## src/rtl/div_pkg.sv

```systemverilog
// Shared definitions for the RV32M divide unit, also used by the decoder
// and hazard logic.
//   XLEN_DEFAULT : default operand/result width
//   F3_*         : func_3 encodings of the four divide/remainder ops
//   div_state_t  : divide FSM state encoding
package div_pkg;

  localparam int unsigned XLEN_DEFAULT = 32;

  localparam logic [2:0] F3_DIV  = 3'b100;
  localparam logic [2:0] F3_DIVU = 3'b101;
  localparam logic [2:0] F3_REM  = 3'b110;
  localparam logic [2:0] F3_REMU = 3'b111;

  typedef enum logic [1:0] {
    IDLE,
    CALC,
    DONE
  } div_state_t;

endpackage

```

## src/rtl/div_step.sv

```systemverilog
// One combinational iteration of a restoring divide.
//   rem_i  : partial remainder (XLEN+1 bits)
//   bit_i  : next dividend bit, shifted in at the LSB
//   div_i  : divisor magnitude
//   rem_o  : next partial remainder
//   q_o    : quotient bit produced by this iteration
module div_step
  import div_pkg::*;
#(
  parameter int unsigned XLEN = XLEN_DEFAULT
) (
  input  logic [XLEN:0]   rem_i,
  input  logic            bit_i,
  input  logic [XLEN-1:0] div_i,
  output logic [XLEN:0]   rem_o,
  output logic            q_o
);

  logic [XLEN+1:0] partial;
  logic [XLEN+1:0] divisor_ext;

  always_comb begin
    partial     = {rem_i, bit_i};
    divisor_ext = (XLEN+2)'(div_i);
    // No borrow on the trial subtract <=> partial >= divisor.
    q_o         = (partial >= divisor_ext);
    rem_o       = (XLEN+1)'(q_o ? (partial - divisor_ext) : partial);
  end

endmodule

```

## src/rtl/div_unit.sv

```systemverilog
// Multi-cycle RV32M divide unit (DIV, DIVU, REM, REMU).
//   clk, rst : clock and synchronous active-high reset
//   start    : request strobe, accepted only when not busy
//   func_3   : 100 DIV, 101 DIVU, 110 REM, 111 REMU
//   op_1     : dividend (rs1)
//   op_2     : divisor (rs2)
//   busy     : high while iterating
//   done     : one-cycle pulse, result valid in that cycle
//   result   : quotient or remainder, held until the next accepted start
module div_unit
  import div_pkg::*;
#(
  parameter int unsigned XLEN = XLEN_DEFAULT
) (
  input  logic            clk,
  input  logic            rst,
  input  logic            start,
  input  logic [2:0]      func_3,
  input  logic [XLEN-1:0] op_1,
  input  logic [XLEN-1:0] op_2,
  output logic            busy,
  output logic            done,
  output logic [XLEN-1:0] result
);

  localparam int unsigned CNT_W = $clog2(XLEN);

  div_state_t        state_q,  state_d;
  logic [CNT_W-1:0]  count_q,  count_d;
  logic [XLEN:0]     rem_q,    rem_d;
  logic [XLEN-1:0]   quo_q,    quo_d;
  logic [XLEN-1:0]   dvsr_q,   dvsr_d;
  logic              is_rem_q, is_rem_d;
  logic              neg_q,    neg_d;
  logic [XLEN-1:0]   result_q, result_d;
  logic              busy_q,   busy_d;
  logic              done_q,   done_d;

  logic [XLEN:0]     step_rem;
  logic              step_q;

  logic              signed_op;
  logic              op1_neg;
  logic              op2_neg;
  logic              overflow;
  logic [XLEN-1:0]   quo_next;
  logic [XLEN-1:0]   final_val;

  div_step #(.XLEN(XLEN)) u_step (
    .rem_i (rem_q),
    .bit_i (quo_q[XLEN-1]),
    .div_i (dvsr_q),
    .rem_o (step_rem),
    .q_o   (step_q)
  );

  always_comb begin
    state_d  = state_q;
    count_d  = count_q;
    rem_d    = rem_q;
    quo_d    = quo_q;
    dvsr_d   = dvsr_q;
    is_rem_d = is_rem_q;
    neg_d    = neg_q;
    result_d = result_q;

    signed_op = ~func_3[0];
    op1_neg   = signed_op & op_1[XLEN-1];
    op2_neg   = signed_op & op_2[XLEN-1];
    overflow  = signed_op && (op_1 == {1'b1, {(XLEN-1){1'b0}}}) && (op_2 == '1);

    // The dividend register doubles as the quotient register: dividend bits
    // leave at the MSB while quotient bits enter at the LSB.
    quo_next  = {quo_q[XLEN-2:0], step_q};
    final_val = is_rem_q ? step_rem[XLEN-1:0] : quo_next;

    case (state_q)
      CALC: begin
        rem_d   = step_rem;
        quo_d   = quo_next;
        count_d = count_q + CNT_W'(1);
        if (count_q == CNT_W'(XLEN - 1)) begin
          state_d  = DONE;
          result_d = neg_q ? -final_val : final_val;
        end
      end
      default: begin
        // IDLE and DONE both accept a new request.
        state_d = IDLE;
        if (start) begin
          state_d = DONE;
          if (!func_3[2]) begin
            result_d = '0;
          end else if (op_2 == '0) begin
            result_d = func_3[1] ? op_1 : '1;
          end else if (overflow) begin
            result_d = func_3[1] ? '0 : op_1;
          end else begin
            state_d  = CALC;
            count_d  = '0;
            rem_d    = '0;
            quo_d    = op1_neg ? -op_1 : op_1;
            dvsr_d   = op2_neg ? -op_2 : op_2;
            is_rem_d = func_3[1];
            neg_d    = func_3[1] ? op1_neg : (op1_neg ^ op2_neg);
          end
        end
      end
    endcase

    busy_d = (state_d == CALC);
    done_d = (state_d == DONE);
  end

  always_ff @(posedge clk) begin
    if (rst) begin
      state_q  <= IDLE;
      count_q  <= '0;
      rem_q    <= '0;
      quo_q    <= '0;
      dvsr_q   <= '0;
      is_rem_q <= 1'b0;
      neg_q    <= 1'b0;
      result_q <= '0;
      busy_q   <= 1'b0;
      done_q   <= 1'b0;
    end else begin
      state_q  <= state_d;
      count_q  <= count_d;
      rem_q    <= rem_d;
      quo_q    <= quo_d;
      dvsr_q   <= dvsr_d;
      is_rem_q <= is_rem_d;
      neg_q    <= neg_d;
      result_q <= result_d;
      busy_q   <= busy_d;
      done_q   <= done_d;
    end
  end

  assign busy   = busy_q;
  assign done   = done_q;
  assign result = result_q;

endmodule

```

## config.mk

```make
export PLATFORM = sky130hd
export DESIGN_NAME = div_unit
export DESIGN_NICKNAME = d
export VERILOG_FILES = /design/src/rtl/div_pkg.sv /design/src/rtl/div_step.sv /design/src/rtl/div_unit.sv
export SDC_FILE = /design/constraint.sdc
export NUM_CORES = 1
export LEC_CHECK = 0
export BUFFER_PORTS_ARGS = -buffer_cell sky130_fd_sc_hd__buf_2
export CAP_MARGIN = 10
export CORE_ASPECT_RATIO = 1.5
export CORE_UTILIZATION = 50
export DETAILED_ROUTE_END_ITERATION = 10
export GPL_TIMING_DRIVEN = 0
export HOLD_SLACK_MARGIN = 0.02
export PLACE_DENSITY = 0.68
export SLEW_MARGIN = 10
export SYNTH_ARGS = -nofsm -noshare
export SYNTH_HDL_FRONTEND = slang
export SYNTH_SLANG_ARGS = --single-unit
```

## constraint.sdc

```tcl
create_clock -name clk -period 8.3 [get_ports clk]
set_clock_uncertainty 0.2 [all_clocks]
set_input_delay 1.66 -clock clk [delete_from_list [all_inputs] [get_ports clk]]
set_output_delay 1.66 -clock clk [all_outputs]
set_load 0.05 [all_outputs]
```

# After elaboration in Yosys (flattened, before gate mapping)
# Index checks and enable logic that the tools add are counted.
[totals]
word_cells = 76
inputBits = 70
output_inout_bits = 34
reg_bits = 140
[classes]
n_bitwise = 7
n_mux = 35
reduce_logical = 8
n_lt_le_gt_ge = 1
n_addsub = 5
eq_ne = 10
[ops]
columns = ["cell", "count"]
rows = [
  ["2-to-1 mux 32 bit", 17],
  ["2-to-1 mux 33 bit", 6],
  ["negator 32 bit", 3],
  ["== test 32 bit (second input constant)", 2],
  [">= comparator 34 x 32 -> 1 bit", 1],
  ["subtractor 33 x 32 -> 33 bit", 1],
  ["zero test 32 bit", 1],
  ["2-to-1 mux 5 bit", 5],
  ["2-to-1 mux 2 bit", 6],
  ["adder 5 x 1 -> 5 bit (second input constant)", 1],
  ["== test 5 bit (second input constant)", 1],
  ["AND reduction 5 bit", 1],
  ["== test 2 x 1 -> 1 bit (second input constant)", 2],
  ["inequality test 2 x 1 -> 1 bit (second input constant)", 2],
  ["inequality test 4 x 1 -> 1 bit (second input constant)", 1],
  ["inverter 1 bit", 4],
  ["AND reduction 4 bit", 1],
  ["nonzero test 2 bit", 2],
  ["AND reduction 3 bit", 1],
  ["bitwise AND 1 bit", 2],
  ["== test 2 bit (second input constant)", 1],
  ["logical AND 1 bit", 2],
  ["inequality test 2 bit (second input constant)", 1],
  ["2-to-1 mux 1 bit", 1],
  ["bitwise XOR 1 bit", 1],
]

# Depth between registers and ports, before layout
# Gate-level depths: netlist of the first run.
[logic_depth]
ltp_word = 9
depth_mapped = 21

# Cells and area by module
# From an unflattened synthesis of the first run, not the netlist that was laid out.
[unflattened]
hier_cells = 1299
hier_area_um2 = 10263.6
[by_module_without_submodules]
columns = ["mod", "area_each_um2", "instances", "cells_each"]
rows = [
  ["div_unit", 8049.0, 1, 975],
  ["div_step", 2214.6, 1, 324],
]

# Least setup slack after synthesis of the first run
# OpenSTA, ideal clock, no wires.
[synth_timing]
path_type = "input to register"
start = "in op_1[6]"
end = "reg dvsr_q[10]"
t_arrival_ns = 4.417
t_required_ns = 8.014
setup_time_ns = 0.086
slack_ns = 3.598
cell_stages = 14
cell_sequence = "clkbuf_1 -> or4_1 -> nor4_1 -> nand2_1 -> nor2_1 -> nand3_1 -> o21ai_0 -> nor2_1 -> and2_1 -> clkbuf_1 -> nand2_1 -> clkbuf_1 -> nor2_1 -> a211oi_1"
[synth_via]
elab_chain_len = 5
[synth_lines]
columns = ["item", "line_no", "source"]
rows = [
  ["from (decl)", "div_unit.sv:19", "input logic [XLEN-1:0] op_1,"],
  ["== test 32 bit", "div_unit.sv:70", "overflow = signed_op && (op_1 == {1'b1, {(XLEN-1){1'b0}}}) && (op_2 == '1);"],
  ["logical AND 1 bit (2 in series)", "div_unit.sv:70", ""],
  ["inverter 1 bit (no source line)", "n/a", ""],
  ["AND reduction 5 bit (no source line)", "n/a", ""],
  ["to (signal assigned)", "div_unit.sv:132", "dvsr_q <= dvsr_d;"],
  ["to (decl)", "div_unit.sv:32", "logic [XLEN-1:0] dvsr_q, dvsr_d;"],
]
# Every way passes these cells.
# A chain may end at the register's enable or synchronous reset.

# Worst setup path after layout of the first run
[layout_timing]
start = "in op_2[3]"
end = "reg dvsr_q[30]"
[layout_via]
elab_chain_len = 4
elab_cells_between_ends = 8
[layout_lines]
columns = ["item", "line_no", "source"]
rows = [
  ["from (decl)", "div_unit.sv:20", "input logic [XLEN-1:0] op_2,"],
  ["branches (longest 4 deep; another with negator 32 bit)", "n/a", ""],
]
# Several ways; the timed one is not identified.

==> Flow_metrics.wiki, run 1 <==
{| class="wikitable"
! Metric !! Value
|-
| Cell count after synthesis || around 1.5k
|-
| Number of distinct library cells after synthesis || 81
|-
| Max-cap violation count || 0
|-
| Growth of design area from synthesis to finish || 13.27%
|-
| Placement row count || between 60 and 70
|-
| Maximum root-to-sink buffer count || 2
|-
| Type of origin of the critical path || primary input
|-
| Total count of max-transition violations in the final report || 0
|-
| Power per cell area || between 150 and 200 nW/um^2
|-
| Die Height || between 150 and 200 um
|-
| Number of diodes added for antenna fixing || 0
|-
| Critical Path AT || approximately 7 ns
|-
| Number of global-route vias before repair || 11.38k
|-
| DIE WIDTH || between 100 and 150 um
|-
| Setup TNS || 0 ns
|-
| Standby leakage power || between 4 and 5 nW
|-
| # Post-CTS Setup Buffers || 0
|-
| DRC viols || 0
|-
| Final Wtd Congestion || 1.003
|-
| Top library cells by usage in the layout, fill and taps aside || sky130_fd_sc_hd__nor2_1, sky130_fd_sc_hd__a21oi_1, sky130_fd_sc_hd__nand2_1
|-
| Count of flip-flops with a built-in enable after synthesis || 0
|-
| Run status || finished, final reports clean
|-
| Share of synthesized registers carrying an async set or reset || 0
|-
| Largest net degree at the start of global routing || 17
|-
| Cts-stage hold buffer count || 0
|-
| Sequential-to-total area share from yosys stat || 0.2550
|-
| Worst slew margin || 0.1403
|-
| I/O Pins || around 100
|-
| Post-detailed-route count of antenna-violating nets || 0
|-
| Worst supply voltage drop on vdd || 0.1252 mV
|-
| Wire length of the first global-routing pass || between 60 and 70 mm
|-
| Number of cells upsized or downsized after cts || 0
|-
| Gr usage total || 0.3749
|-
| Number of buffers added by the clock tree synthesis step || 17
|-
| Timing-limited maximum frequency || between 100 and 150 MHz
|-
| Final count of hold timing violations || 0
|-
| Crit end category || flip-flop
|-
| Clock transition at the registers of the reported paths || 0.06 ns
|-
| Initial drt markers || around 1.1k
|-
| First-pass iteration count of the detailed router || 5
|-
| Share of the clock period used by the worst path after layout || 0.8072
|-
| Most common cell after layout, fill and taps aside || sky130_fd_sc_hd__nor2_1
|-
| Clock tree sinks || between 100 and 150
|-
| Clock latency reported for the late side of the worst-skew pair || around 0.45 ns
|-
| Port bufs || 100
|-
| Critical path peak fanout || 10
|-
| Share of post-route cells with drive strength above 1 || 0.1093
|-
| Post-synthesis sequential element count || 140
|-
| Leftover overflow at the end of global routing || 0
|-
| Root buffer cell || sky130_fd_sc_hd__clkbuf_16
|-
| Antenna violations before repair || 0
|-
| Synthesized cell area || roughly 11,000 sq um
|-
| Required time of the critical path || 8.46 ns
|-
| Final critical path time including I/O delays and setup || 6.700 ns
|-
| Per-cell via count in the routed design || between 6 and 7
|-
| Class of the tightest hold or removal check || flip-flop to flip-flop
|-
| Starting Density || 0.5080
|-
| Placed instance area || around 12,000 sq um
|-
| Net count after synthesis || about 1.6k
|-
| Setup violation total in the final timing report || 0
|-
| Slew @ Worst Pin || ~1.3 ns
|-
| Vias after detailed routing || around 12k
|-
| Yosys warning count || 0
|-
| Clock tree from TritonCTS || done
|-
| Crit Path Class || primary input to flip-flop
|-
| Post-Syn Area per Cell || 7.259 sq um
|-
| Total Wirelength || a little over 40 mm
|-
| Placeable core region || between 20,000 and 25,000 sq um
|-
| Number of levels in the clock H-tree || 4
|-
| Primary FF master, synth || sky130_fd_sc_hd__dfxtp_1
|-
| Layout Cell Area excl Fill || between 10,000 and 15,000 sq um
|-
| Full die area || between 20,000 and 25,000 sq um
|-
| RSZ-0062 raised after global routing || false
|-
| Per-cell routed wire length || between 20 and 25 um
|-
| Layout net count || about 1.7k
|-
| DPL Wire Length || 32.76 mm
|}
-- synthesized netlist by cell type (all sizes together), types with 12 or more instances --
cell type  number  area share
nor3           47       0.023
inv            52       0.018
buf            14      0.0068
dfxtp         140        0.26
a21oi         158       0.072
nand4          25       0.016
xor2           47       0.037
a221oi         16       0.013
nand3          20       0.010
nor2          232       0.079
a31oi          20       0.011
o211ai         33       0.023
a21o           12      0.0082
clkbuf         93       0.032
xnor2          59       0.047
and3           12      0.0068
mux2i          21       0.019
ha             38       0.043
a211oi         53       0.036
nor2b          13      0.0074
o21ai          70       0.032
maj3           25       0.023
o31ai          16       0.013
nand2         145       0.050
-- per-layer routing --
| layer | up-vias | routed length, um | track usage | part of all wire |
|---|---|---|---|---|
| li1 | 5705 | - | - | - |
| met1 | 5499 | 16060 | 0.4068 | 0.39 |
| met2 | 499 | 19900 | 0.6413 | 0.48 |
| met3 | 166 | 2385 | 0.06328 | 0.057 |
| met4 | 0 | 3169 | 0.2858 | 0.076 |
| met5 | - | 0 | 0 | 0 |
-- power by group --
group          switching [mW]  internal (mW)  leakage (nW)
logic                   0.578          0.285          3.30
registers              0.0284          0.714          1.15
clock network           0.305          0.502         0.301
total                   0.911           1.50          4.74
-- state kept, by name (all words and copies together), names as in the netlist, 2 cells and up --
signal and count:
result 32, state_q 2, rem_q 33, count_q 5, quo_q 32, dvsr_q 32
-- critical path, stage by stage --
cell and delay, ns:
sky130_fd_sc_hd__buf_2 0.13, sky130_fd_sc_hd__nor3_1 0.23, sky130_fd_sc_hd__nand2b_1 0.13, sky130_fd_sc_hd__nor3_1 0.29, sky130_fd_sc_hd__nor3b_1 0.71, sky130_fd_sc_hd__nand4_1 0.38
sky130_fd_sc_hd__nor3_1 1.07, sky130_fd_sc_hd__nor2_1 0.28, sky130_fd_sc_hd__and2_1 0.26, sky130_fd_sc_hd__clkbuf_1 0.24, sky130_fd_sc_hd__nand2_1 0.46, sky130_fd_sc_hd__clkbuf_1 0.65
sky130_fd_sc_hd__nor2_1 0.13, sky130_fd_sc_hd__a211oi_1 0.22
-- through the flow --
stage / setup slack, ns / utilization / std cells / power (mW) / hold WS [ns]
2_1_floorplan: 3.598 / - / 1514 / 1.340 / 0.2319
3_3_place_gp: 1.383 / 0.5468 / 1886 / 1.589 / 0.2455
3_5_place_dp: 1.333 / 0.5474 / 1887 / 1.593 / 0.2615
4_1_cts: 1.786 / 0.5754 / 1919 / 2.393 / 0.2715
5_1_grt: 1.474 / 0.5754 / 1919 / 2.513 / 0.2935
6_report: 1.600 / 0.5754 / 1919 / 2.412 / 0.2697
-- layout make-up --
type	instances	area, sq um
well taps	272	340.3
flip-flops and latches	140	2803
clock inverters	7	110.1
multi-input cells	1213	7566
plain buffers	107	424.2
repair buffers	101	508.0
clock buffers	25	495.5
fillers	2153	9186
inverters	54	202.7
-- worst paths after layout --
kind	startpoint	to	slack (ns)	depth (start not counted)
setup / recovery	op_2[3]	dvsr_q[30]	1.60	14
hold / removal	dvsr_q[31]	dvsr_q[31]	0.27	2
setup reg to reg	rem_q[21]	result[30]	2.14	19
hold reg to reg	dvsr_q[31]	dvsr_q[31]	0.27	2
-- cell families after synthesis --
family | share of synthesized area
AND/OR/NAND/NOR | 0.2337
AO/OA/AOI/OAI | 0.2725
buffers and inverters | 0.05704
flip-flops | 0.2550
XOR/XNOR | 0.08447
adder cells (fa/ha/maj) | 0.06785
multiplexers | 0.02937
Note: power is estimated with default switching activity, not from simulation.
==> run 2, diff against run 1 <==
ABC_AREA = 1   (was unset)
PLACE_DENSITY = 0.7   (was 0.68)
clock period = 5.7 ns   (was 8.3 ns; I/O delays follow)
==> run 2 against run 1 <==
Against the previous run:
- area after synthesis up 10%
- non-clock buffer count fell by 20
- flip-flop and latch count unchanged
- critical endpoint is now rem_q[28]
==> Flow_metrics.wiki, run 2 <==
{| class="wikitable"
! Metric !! Value
|-
| Leftover overflow at the end of global routing || 0 (unchanged)
|-
| Number of diodes added for antenna fixing || 0 (unchanged)
|-
| Timing-limited maximum frequency || roughly 230 MHz
|-
| Number of cells upsized or downsized after cts || 0 (unchanged)
|-
| Post-detailed-route count of antenna-violating nets || 0 (unchanged)
|-
| Number of levels in the clock H-tree || 4 (unchanged)
|-
| Primary FF master, synth || sky130_fd_sc_hd__dfxtp_1 (unchanged)
|-
| Run status || finished, final reports clean (unchanged)
|-
| Growth of design area from synthesis to finish || 12.67% (was 13.27%)
|-
| Leading post-synthesis cells by instance count || sky130_fd_sc_hd__nand2_1, sky130_fd_sc_hd__inv_1, sky130_fd_sc_hd__a21oi_1, sky130_fd_sc_hd__nor2_1 (was sky130_fd_sc_hd__nor2_1, sky130_fd_sc_hd__a21oi_1, sky130_fd_sc_hd__nand2_1, sky130_fd_sc_hd__dfxtp_1, sky130_fd_sc_hd__clkbuf_1)
|-
| Post-synthesis cell type with the largest combined area || sky130_fd_sc_hd__dfxtp_1 (unchanged)
|-
| Critical path, cell by cell || buf_2, inv_1, nand2_1, nor3_1, nand2_1, nor4_1, nand4_1, nand3_1, nor2_1, nor2_1, buf_2, buf_1, nand2_1, a21oi_1 (was buf_2, nor3_1, nand2b_1, nor3_1, nor3b_1, nand4_1, nor3_1, nor2_1, and2_1, clkbuf_1, nand2_1, clkbuf_1, nor2_1, a211oi_1)
|-
| Root buffer cell || sky130_fd_sc_hd__clkbuf_16 (unchanged)
|-
| Critical path peak fanout || 10 (unchanged)
|-
| Slowest CP cell || sky130_fd_sc_hd__nor2_1 (was sky130_fd_sc_hd__nor3_1)
|-
| Initial drt markers || 1,041 (was 1,075)
|-
| Design Power || 3.956 mW (was 2.412 mW)
|-
| Setup violation total in the final timing report || 0 (unchanged)
|-
| Slew @ Worst Pin || 0.8140 ns (was 1.280 ns)
|-
| Standby leakage power || 6.546 nW (was 4.742 nW)
|-
| Crit end category || flip-flop (unchanged)
|-
| Top library cells by usage in the layout, fill and taps aside || sky130_fd_sc_hd__nand2_1, sky130_fd_sc_hd__inv_1, sky130_fd_sc_hd__a21oi_1 (was sky130_fd_sc_hd__nor2_1, sky130_fd_sc_hd__a21oi_1, sky130_fd_sc_hd__nand2_1)
|-
| Per-cell via count in the routed design || 5.656 (was 6.185)
|-
| Gr usage total || 0.4094 (was 0.3749)
|-
| Filler cell count in the final layout || 2,470 (was 2,153)
|-
| Number of distinct library cells after synthesis || 52 (was 81)
|-
| Full die area || 24,900 sq um (was 22,590 sq um)
|-
| Worst supply voltage drop on vdd || 0.2311 mV (was 0.1252 mV)
|-
| Synthesized cell area || 12,130 sq um (was 10,990 sq um)
|-
| Compound-gate portion of the synthesized area || 0.1736 (was 0.2725)
|-
| Top register by number of flip-flops || rem_q (unchanged)
|-
| Top-area cell type share of the netlist area || 0.2311 (was 0.2550)
|-
| Clock tree sinks || 140 (unchanged)
|-
| Number of buffers added by the clock tree synthesis step || 17 (unchanged)
|-
| Library cell with the highest instance count after synthesis || sky130_fd_sc_hd__nand2_1 (was sky130_fd_sc_hd__nor2_1)
|-
| Post-synthesis share of cell area spent on xor and xnor gates || 0.05416 (was 0.08447)
|-
| Port bufs || 101 (was 100)
|-
| Max FFs per register || 33 (unchanged)
|-
| Antenna violations before repair || 0 (unchanged)
|-
| Class of the tightest hold or removal check || flip-flop to flip-flop (unchanged)
|-
| Post-synthesis sequential element count || 140 (unchanged)
|-
| Share of post-route cells with drive strength above 1 || 0.1259 (was 0.1093)
|-
| Total count of max-transition violations in the final report || 0 (unchanged)
|-
| Post-synthesis share of cell area spent on and, or, nand and nor gates || 0.3904 (was 0.2337)
|-
| Cell-internal power || 2.296 mW (was 1.501 mW)
|-
| Cell count after synthesis || 2,029 (was 1,514)
|-
| Crit Path Class || primary input to flip-flop (unchanged)
|-
| Number of global-route vias before repair || 13.49k (was 11.38k)
|-
| Starting Density || 0.5108 (was 0.5080)
|-
| Type of origin of the critical path || primary input (unchanged)
|-
| Post-Syn Area per Cell || 5.977 sq um (was 7.259 sq um)
|-
| Post-synthesis adder-cell area fraction || 0.04250 (was 0.06785)
|-
| Clock tree from TritonCTS || done (unchanged)
|-
| DRC viols || 0 (unchanged)
|-
| Sequential-to-total area share from yosys stat || 0.2311 (was 0.2550)
|-
| Largest net degree at the start of global routing || 17 (unchanged)
|-
| Max-cap violation count || 0 (unchanged)
|-
| Most common cell after layout, fill and taps aside || sky130_fd_sc_hd__nand2_1 (was sky130_fd_sc_hd__nor2_1)
|-
| Mux share of post-synthesis cell area || 0 (was 0.02937)
|-
| Clk network pwr share || 0.308 (was 0.334)
|-
| DPL Wire Length || 40.88 mm (was 32.76 mm)
|-
| Setup TNS || 0 ns (unchanged)
|-
| Critical path's largest stage delay || 0.52 ns (was 1.07 ns)
|-
| Clock transition at the registers of the reported paths || 0.06 ns (about the same)
|-
| Largest family of logic cells by synthesized area || simple AND/OR/NAND/NOR gates (was compound AO/OA/AOI/OAI gates)
|-
| Maximum root-to-sink buffer count || 2 (unchanged)
|-
| Total Wirelength || 49.84 mm (was 41.51 mm)
|-
| Logic gate share of total power || 0.415 (was 0.358)
|-
| Share of synthesized registers carrying an async set or reset || 0 (unchanged)
|-
| Per-cell routed wire length || 20.10 um (was 21.63 um)
|-
| Placement row count || 69 (was 66)
|-
| Flop pwr share || 0.277 (was 0.308)
|-
| Count of flip-flops with a built-in enable after synthesis || 0 (unchanged)
|-
| Placeable core region || 23,740 sq um (was 21,640 sq um)
|-
| Critical Path AT || 4.50 ns (was 6.86 ns)
|-
| Largest cells by area after synthesis || sky130_fd_sc_hd__dfxtp_1, sky130_fd_sc_hd__nand2_1, sky130_fd_sc_hd__a21oi_1, sky130_fd_sc_hd__inv_1, sky130_fd_sc_hd__nand3_1 (was sky130_fd_sc_hd__dfxtp_1, sky130_fd_sc_hd__nor2_1, sky130_fd_sc_hd__a21oi_1, sky130_fd_sc_hd__nand2_1, sky130_fd_sc_hd__xnor2_1)
|-
| Die Height || 192.7 um (was 183.6 um)
|-
| RSZ-0062 raised after global routing || false (unchanged)
|-
| Final critical path time including I/O delays and setup || ~4.4 ns
|-
| First-pass iteration count of the detailed router || 5 (unchanged)
|-
| Final Wtd Congestion || 1.054 (was 1.003)
|-
| Cts-stage hold buffer count || 0 (unchanged)
|-
| Vias after detailed routing || 14.03k (was 11.87k)
|-
| Required time of the critical path || 5.84 ns (was 8.46 ns)
|-
| Share of the clock period used by the worst path after layout || 0.7648
|-
| Switching power || 1.661 mW (was 910.8 uW)
|-
| Switching Fraction || 0.4198 (was 0.3776)
|-
| Worst slew margin || 0.4554 (was 0.1403)
|-
| I/O Pins || 104 (unchanged)
|-
| Power per cell area || 289.5 nW/um^2 (was 193.8 nW/um^2)
|-
| Wire length of the first global-routing pass || 74.41 mm (was 62.84 mm)
|-
| Cell occurring most often along the worst timing path || sky130_fd_sc_hd__nand2_1 (was sky130_fd_sc_hd__nor3_1)
|-
| # Post-CTS Setup Buffers || 0 (unchanged)
|-
| Net count after synthesis || 2,138 (was 1,623)
|-
| DIE WIDTH || 129.2 um (was 123.1 um)
|-
| Final core utilization || 0.5755 (was 0.5754)
|-
| Final count of hold timing violations || 0 (unchanged)
|-
| Clock latency reported for the late side of the worst-skew pair || 0.44 ns (was 0.45 ns)
|-
| Yosys warning count || 0 (unchanged)
|-
| Layout net count || 2,258 (was 1,743)
|}
run 2: cell types whose count changed in the layout (fill, tap and decap cells not counted), moves of 39 or more:
cell / before / now
sky130_fd_sc_hd__nand2_1: 145 / 574
sky130_fd_sc_hd__inv_1: 52 / 226
sky130_fd_sc_hd__nand3_1: 19 / 140
sky130_fd_sc_hd__nor2_1: 232 / 155
sky130_fd_sc_hd__a21oi_1: 157 / 222
sky130_fd_sc_hd__a211oi_1: 53 / 0
sky130_fd_sc_hd__o21ai_0: 64 / 103
run 2: kinds of logic (layout without fill, tap and decap cells):
| group | after synthesis | count (layout) |
|---|---|---|
| AND/OR/NAND/NOR | 1058 | 1058 |
| AO/OA/AOI/OAI | 390 | 390 |
| buffers and inverters | 325 | 457 |
| flip-flops | 140 | 140 |
| XOR/XNOR | 75 | 75 |
| adder cells (fa/ha/maj) | 41 | 41 |
run 2: worst max-delay path, delay by kind of cell:
| kind | cells | cell delay, ns |
|---|---|---|
| AOI/OAI and AO/OA | 1 | 0.17 |
| buffers and inverters | 4 | 1.06 |
| and+or+nand+nor | 9 | 2.11 |
run 2: routing by layer:
metal	part of all wire	vias to the layer above	GRT usage
li1	-	6834	-
met1	0.36	6430	0.4084
met2	0.48	556	0.7142
met3	0.045	207	0.04602
met4	0.12	0	0.4262
met5	0	-	0
run 2: path summary, 6_finish.rpt:
check	start	endpoint	slack [ns]	cells after the start
worst max-delay path	op_1[20]	rem_q[28]	1.34	14
worst min-delay path	quo_q[29]	quo_q[29]	0.28	2
worst max register to register	dvsr_q[29]	result[30]	1.55	23
worst min register to register	quo_q[29]	quo_q[29]	0.28	2
run 2: metrics by stage:
stage	worst slack [ns]	hold WS, ns	area (sq um)	cells
2_1_floorplan	2.440	0.2302	12130	2029
3_3_place_gp	1.084	0.2542	13030	2449
3_5_place_dp	1.197	0.2667	13030	2449
4_1_cts	1.532	0.2757	13660	2480
5_1_grt	1.354	0.3017	13660	2480
6_report	1.340	0.2802	13660	2480
run 2: area by class of cell:
type	count	area, sq um	area share
well taps	319	399.1	0.02921
clock inverters	10	161.4	0.01181
flip-flops and latches	140	2803	0.2051
plain buffers	87	417.9	0.03058
repair buffers	101	505.5	0.03699
multi-input cells	1564	8013	0.5864
clock buffers	21	470.5	0.03443
inverters	238	894.6	0.06547
run 2: power by group through the flow:
stage               clock network, mW  registers [mW]  logic [mW]
floorplan                           0            1.18        1.06
global placement                    0            1.11        1.59
detailed placement                  0            1.11        1.60
CTS                              1.22            1.09        1.61
global route                     1.25            1.10        1.79
finish                           1.22            1.10        1.64
==> run 3, diff against run 2 <==
PLACE_DENSITY = 0.68   (was 0.7)
clock period = 4.5 ns   (was 5.7 ns; I/O delays follow)
==> run 3 against run 2 <==
Against the previous run:
- combinational power is 26% higher
- via count decreased by 0.77%
- final area is 0.54% lower
- flip-flop and latch count did not move
- die area did not move
- largest cell class unchanged
- total power is 22% higher
- critical endpoint is now rem_q[20]
- sequential power is 26% higher
- count of clock-buffer cells in the layout fell by 1
==> Flow_metrics.wiki, run 3 (synthesized netlist as in run 2, its figures left out) <==
{| class="wikitable"
! Metric !! Value
|-
| Layout net count || 2,258 (unchanged)
|-
| Vias after detailed routing || 13.92k (was 14.03k)
|-
| Crit end category || flip-flop (unchanged)
|-
| RSZ-0062 raised after global routing || false (unchanged)
|-
| Final critical path time including I/O delays and setup || between 4 and 5 ns
|-
| Placement row count || 69 (unchanged)
|-
| Clock tree from TritonCTS || done (unchanged)
|-
| Per-cell routed wire length || 19.95 um (was 20.10 um)
|-
| Cell-internal power || 2.734 mW (was 2.296 mW)
|-
| Top register by number of flip-flops || rem_q (unchanged)
|-
| Switching power || 2.103 mW (was 1.661 mW)
|-
| Logic gate share of total power || 0.428 (was 0.415)
|-
| Switching Fraction || 0.4348 (was 0.4198)
|-
| Port bufs || 101 (unchanged)
|-
| Crit Path Class || primary input to flip-flop (unchanged)
|-
| Clock tree sinks || 140 (unchanged)
|-
| Number of cells upsized or downsized after cts || 0 (unchanged)
|-
| Slew @ Worst Pin || 0.8181 ns (was 0.8140 ns)
|-
| Antenna violations before repair || 0 (unchanged)
|-
| Placeable core region || 23,740 sq um (unchanged)
|-
| Number of buffers added by the clock tree synthesis step || 17 (unchanged)
|-
| Type of origin of the critical path || primary input (unchanged)
|-
| Class of the tightest hold or removal check || flip-flop to flip-flop (unchanged)
|-
| Flop pwr share || 0.287 (was 0.277)
|-
| Crit path launch || op_1[0] (was op_1[20])
|-
| Total count of max-transition violations in the final report || 0 (unchanged)
|-
| Share of post-route cells with drive strength above 1 || 0.1259 (about the same)
|-
| Final Wtd Congestion || 1.002 (was 1.054)
|-
| Clock transition at the registers of the reported paths || 0.06 ns (about the same)
|-
| Gr usage total || 0.4092 (was 0.4094)
|-
| Cell occurring most often along the worst timing path || sky130_fd_sc_hd__nor2_1 (was sky130_fd_sc_hd__nand2_1)
|-
| Power per cell area || 355.9 nW/um^2 (was 289.5 nW/um^2)
|-
| Critical path, cell by cell || buf_2, inv_1, ha_1, nand3_1, nor2_1, nand4_1, nor4_1, nand4_1, nand3_1, nor2_1, nor2_1, buf_2, buf_1, nand2_1, a21oi_1 (was buf_2, inv_1, nand2_1, nor3_1, nand2_1, nor4_1, nand4_1, nand3_1, nor2_1, nor2_1, buf_2, buf_1, nand2_1, a21oi_1)
|-
| Number of levels in the clock H-tree || 4 (unchanged)
|-
| Worst setup slack for register-to-register paths || 0.47 ns (was 1.55 ns)
|-
| Per-cell via count in the routed design || 5.615 (was 5.656)
|-
| Root buffer cell || sky130_fd_sc_hd__clkbuf_16 (unchanged)
|-
| Slowest CP cell || sky130_fd_sc_hd__nor4_1 (was sky130_fd_sc_hd__nor2_1)
|-
| Standby leakage power || 6.507 nW (was 6.546 nW)
|-
| Die Height || 192.7 um (unchanged)
|-
| Most common cell after layout, fill and taps aside || sky130_fd_sc_hd__nand2_1 (unchanged)
|-
| Critical path's largest stage delay || 0.56 ns (was 0.52 ns)
|-
| Leftover overflow at the end of global routing || 0 (unchanged)
|-
| Setup TNS || 0 ns (unchanged)
|-
| First-pass iteration count of the detailed router || 6 (was 5)
|-
| Critical Path AT || 4.40 ns (was 4.50 ns)
|-
| Timing-limited maximum frequency || 235.7 MHz
|-
| Initial drt markers || 1,132 (was 1,041)
|-
| Capturing point of the worst reg2reg path || result[30] (unchanged)
|-
| Share of the clock period used by the worst path after layout || 0.9429
|-
| Final count of hold timing violations || 0 (unchanged)
|-
| Critical path peak fanout || 10 (unchanged)
|-
| Cts-stage hold buffer count || 0 (unchanged)
|-
| DPL Wire Length || 40.37 mm (was 40.88 mm)
|-
| Clk network pwr share || 0.285 (was 0.308)
|-
| Number of global-route vias before repair || 13.25k (was 13.49k)
|-
| I/O Pins || 104 (unchanged)
|-
| Worst slew margin || 0.4546 (was 0.4554)
|-
| # Post-CTS Setup Buffers || 0 (unchanged)
|-
| Final instance count without filler cells || 2,479 (was 2,480)
|-
| Cell total after placement || 2,449 (unchanged)
|-
| Clock latency reported for the late side of the worst-skew pair || 0.44 ns (about the same)
|-
| Starting Density || 0.5108 (unchanged)
|-
| Maximum root-to-sink buffer count || 2 (unchanged)
|-
| DIE WIDTH || 129.2 um (unchanged)
|-
| Max-cap violation count || 0 (unchanged)
|-
| Worst setup path endpoint || rem_q[20] (was rem_q[28])
|-
| Full die area || 24,900 sq um (unchanged)
|-
| Required time of the critical path || 4.66 ns (was 5.84 ns)
|-
| Top library cells by usage in the layout, fill and taps aside || sky130_fd_sc_hd__nand2_1, sky130_fd_sc_hd__inv_1, sky130_fd_sc_hd__a21oi_1 (unchanged)
|-
| Launching point of the worst reg2reg path || dvsr_q[29] (unchanged)
|-
| Growth of design area from synthesis to finish || 12.06% (was 12.67%)
|-
| Run status || finished, final reports clean (unchanged)
|-
| Total Wirelength || 49.45 mm (was 49.84 mm)
|-
| Wire length of the first global-routing pass || 74.23 mm (was 74.41 mm)
|-
| Setup violation total in the final timing report || 0 (unchanged)
|-
| DRC viols || 0 (unchanged)
|-
| Number of diodes added for antenna fixing || 0 (unchanged)
|-
| Largest net degree at the start of global routing || 17 (unchanged)
|-
| Worst supply voltage drop on vdd || 0.3034 mV (was 0.2311 mV)
|-
| Post-detailed-route count of antenna-violating nets || 0 (unchanged)
|-
| Max FFs per register || 33 (unchanged)
|-
| Number of cells traversed by the worst register-to-register path || 23 (unchanged)
|}
## run 3: cell type report
type | instances | area, sq um
Tap cell | 319 | 399.1
Clock buffer | 20 | 466.7
Clock inverter | 10 | 91.34
Sequential cell | 140 | 2803
Timing Repair Buffer | 101 | 505.5
Multi-Input combinational cell | 1564 | 8013
Inverter | 238 | 894.6
Buffer | 87 | 417.9
Fill cell | 2582 | 10150
## run 3: how the worst min path moves through the flow
stage / startpoint / end / slack (ns) / cells after the start
2_1_floorplan: dvsr_q[13] / dvsr_q[13] / 0.23 / 2
3_3_place_gp: quo_q[29] / quo_q[29] / 0.25 / 2
3_5_place_dp: count_q[4] / count_q[4] / 0.26 / 2
4_1_cts: count_q[4] / count_q[4] / 0.27 / 2
5_1_grt: quo_q[24] / quo_q[24] / 0.30 / 2
6_report: count_q[4] / count_q[4] / 0.27 / 2
## run 3: per-layer routing
metal	track usage	wire, um
met2	0.6950	23280
met4	0.4385	5859
met5	0	0
met3	0.06016	2435
met1	0.4104	17880
## run 3: metrics by stage
step / setup slack, ns / util / hold slack [ns] / power, mW / area (sq um)
floorplan: 1.240 / - / 0.2302 / 2.838 / 12130
global placement: 0.1889 / 0.5489 / 0.2539 / 3.410 / 13030
detailed placement: 0.08635 / 0.5489 / 0.2603 / 3.423 / 13030
CTS: 0.4719 / 0.5724 / 0.2699 / 4.784 / 13590
global route: 0.05805 / 0.5724 / 0.3042 / 5.085 / 13590
finish: 0.2568 / 0.5724 / 0.2746 / 4.837 / 13590
## run 3: power by group through the flow
stage / clock (mW) / combinational [mW] / sequential [mW]
CTS: 1.37 / 2.03 / 1.38
finish: 1.38 / 2.07 / 1.39
floorplan: 0 / 1.34 / 1.49
detailed placement: 0 / 2.02 / 1.41
global placement: 0 / 2.00 / 1.41
global route: 1.43 / 2.26 / 1.39
## run 3: critical path, delay by kind of cell
family,cells,cell delay [ns]
AO/OA/AOI/OAI,1,0.17
AND/OR/NAND/NOR,9,2.08
buffers and inverters,4,1.04
adder cells (fa/ha/maj),1,0.21
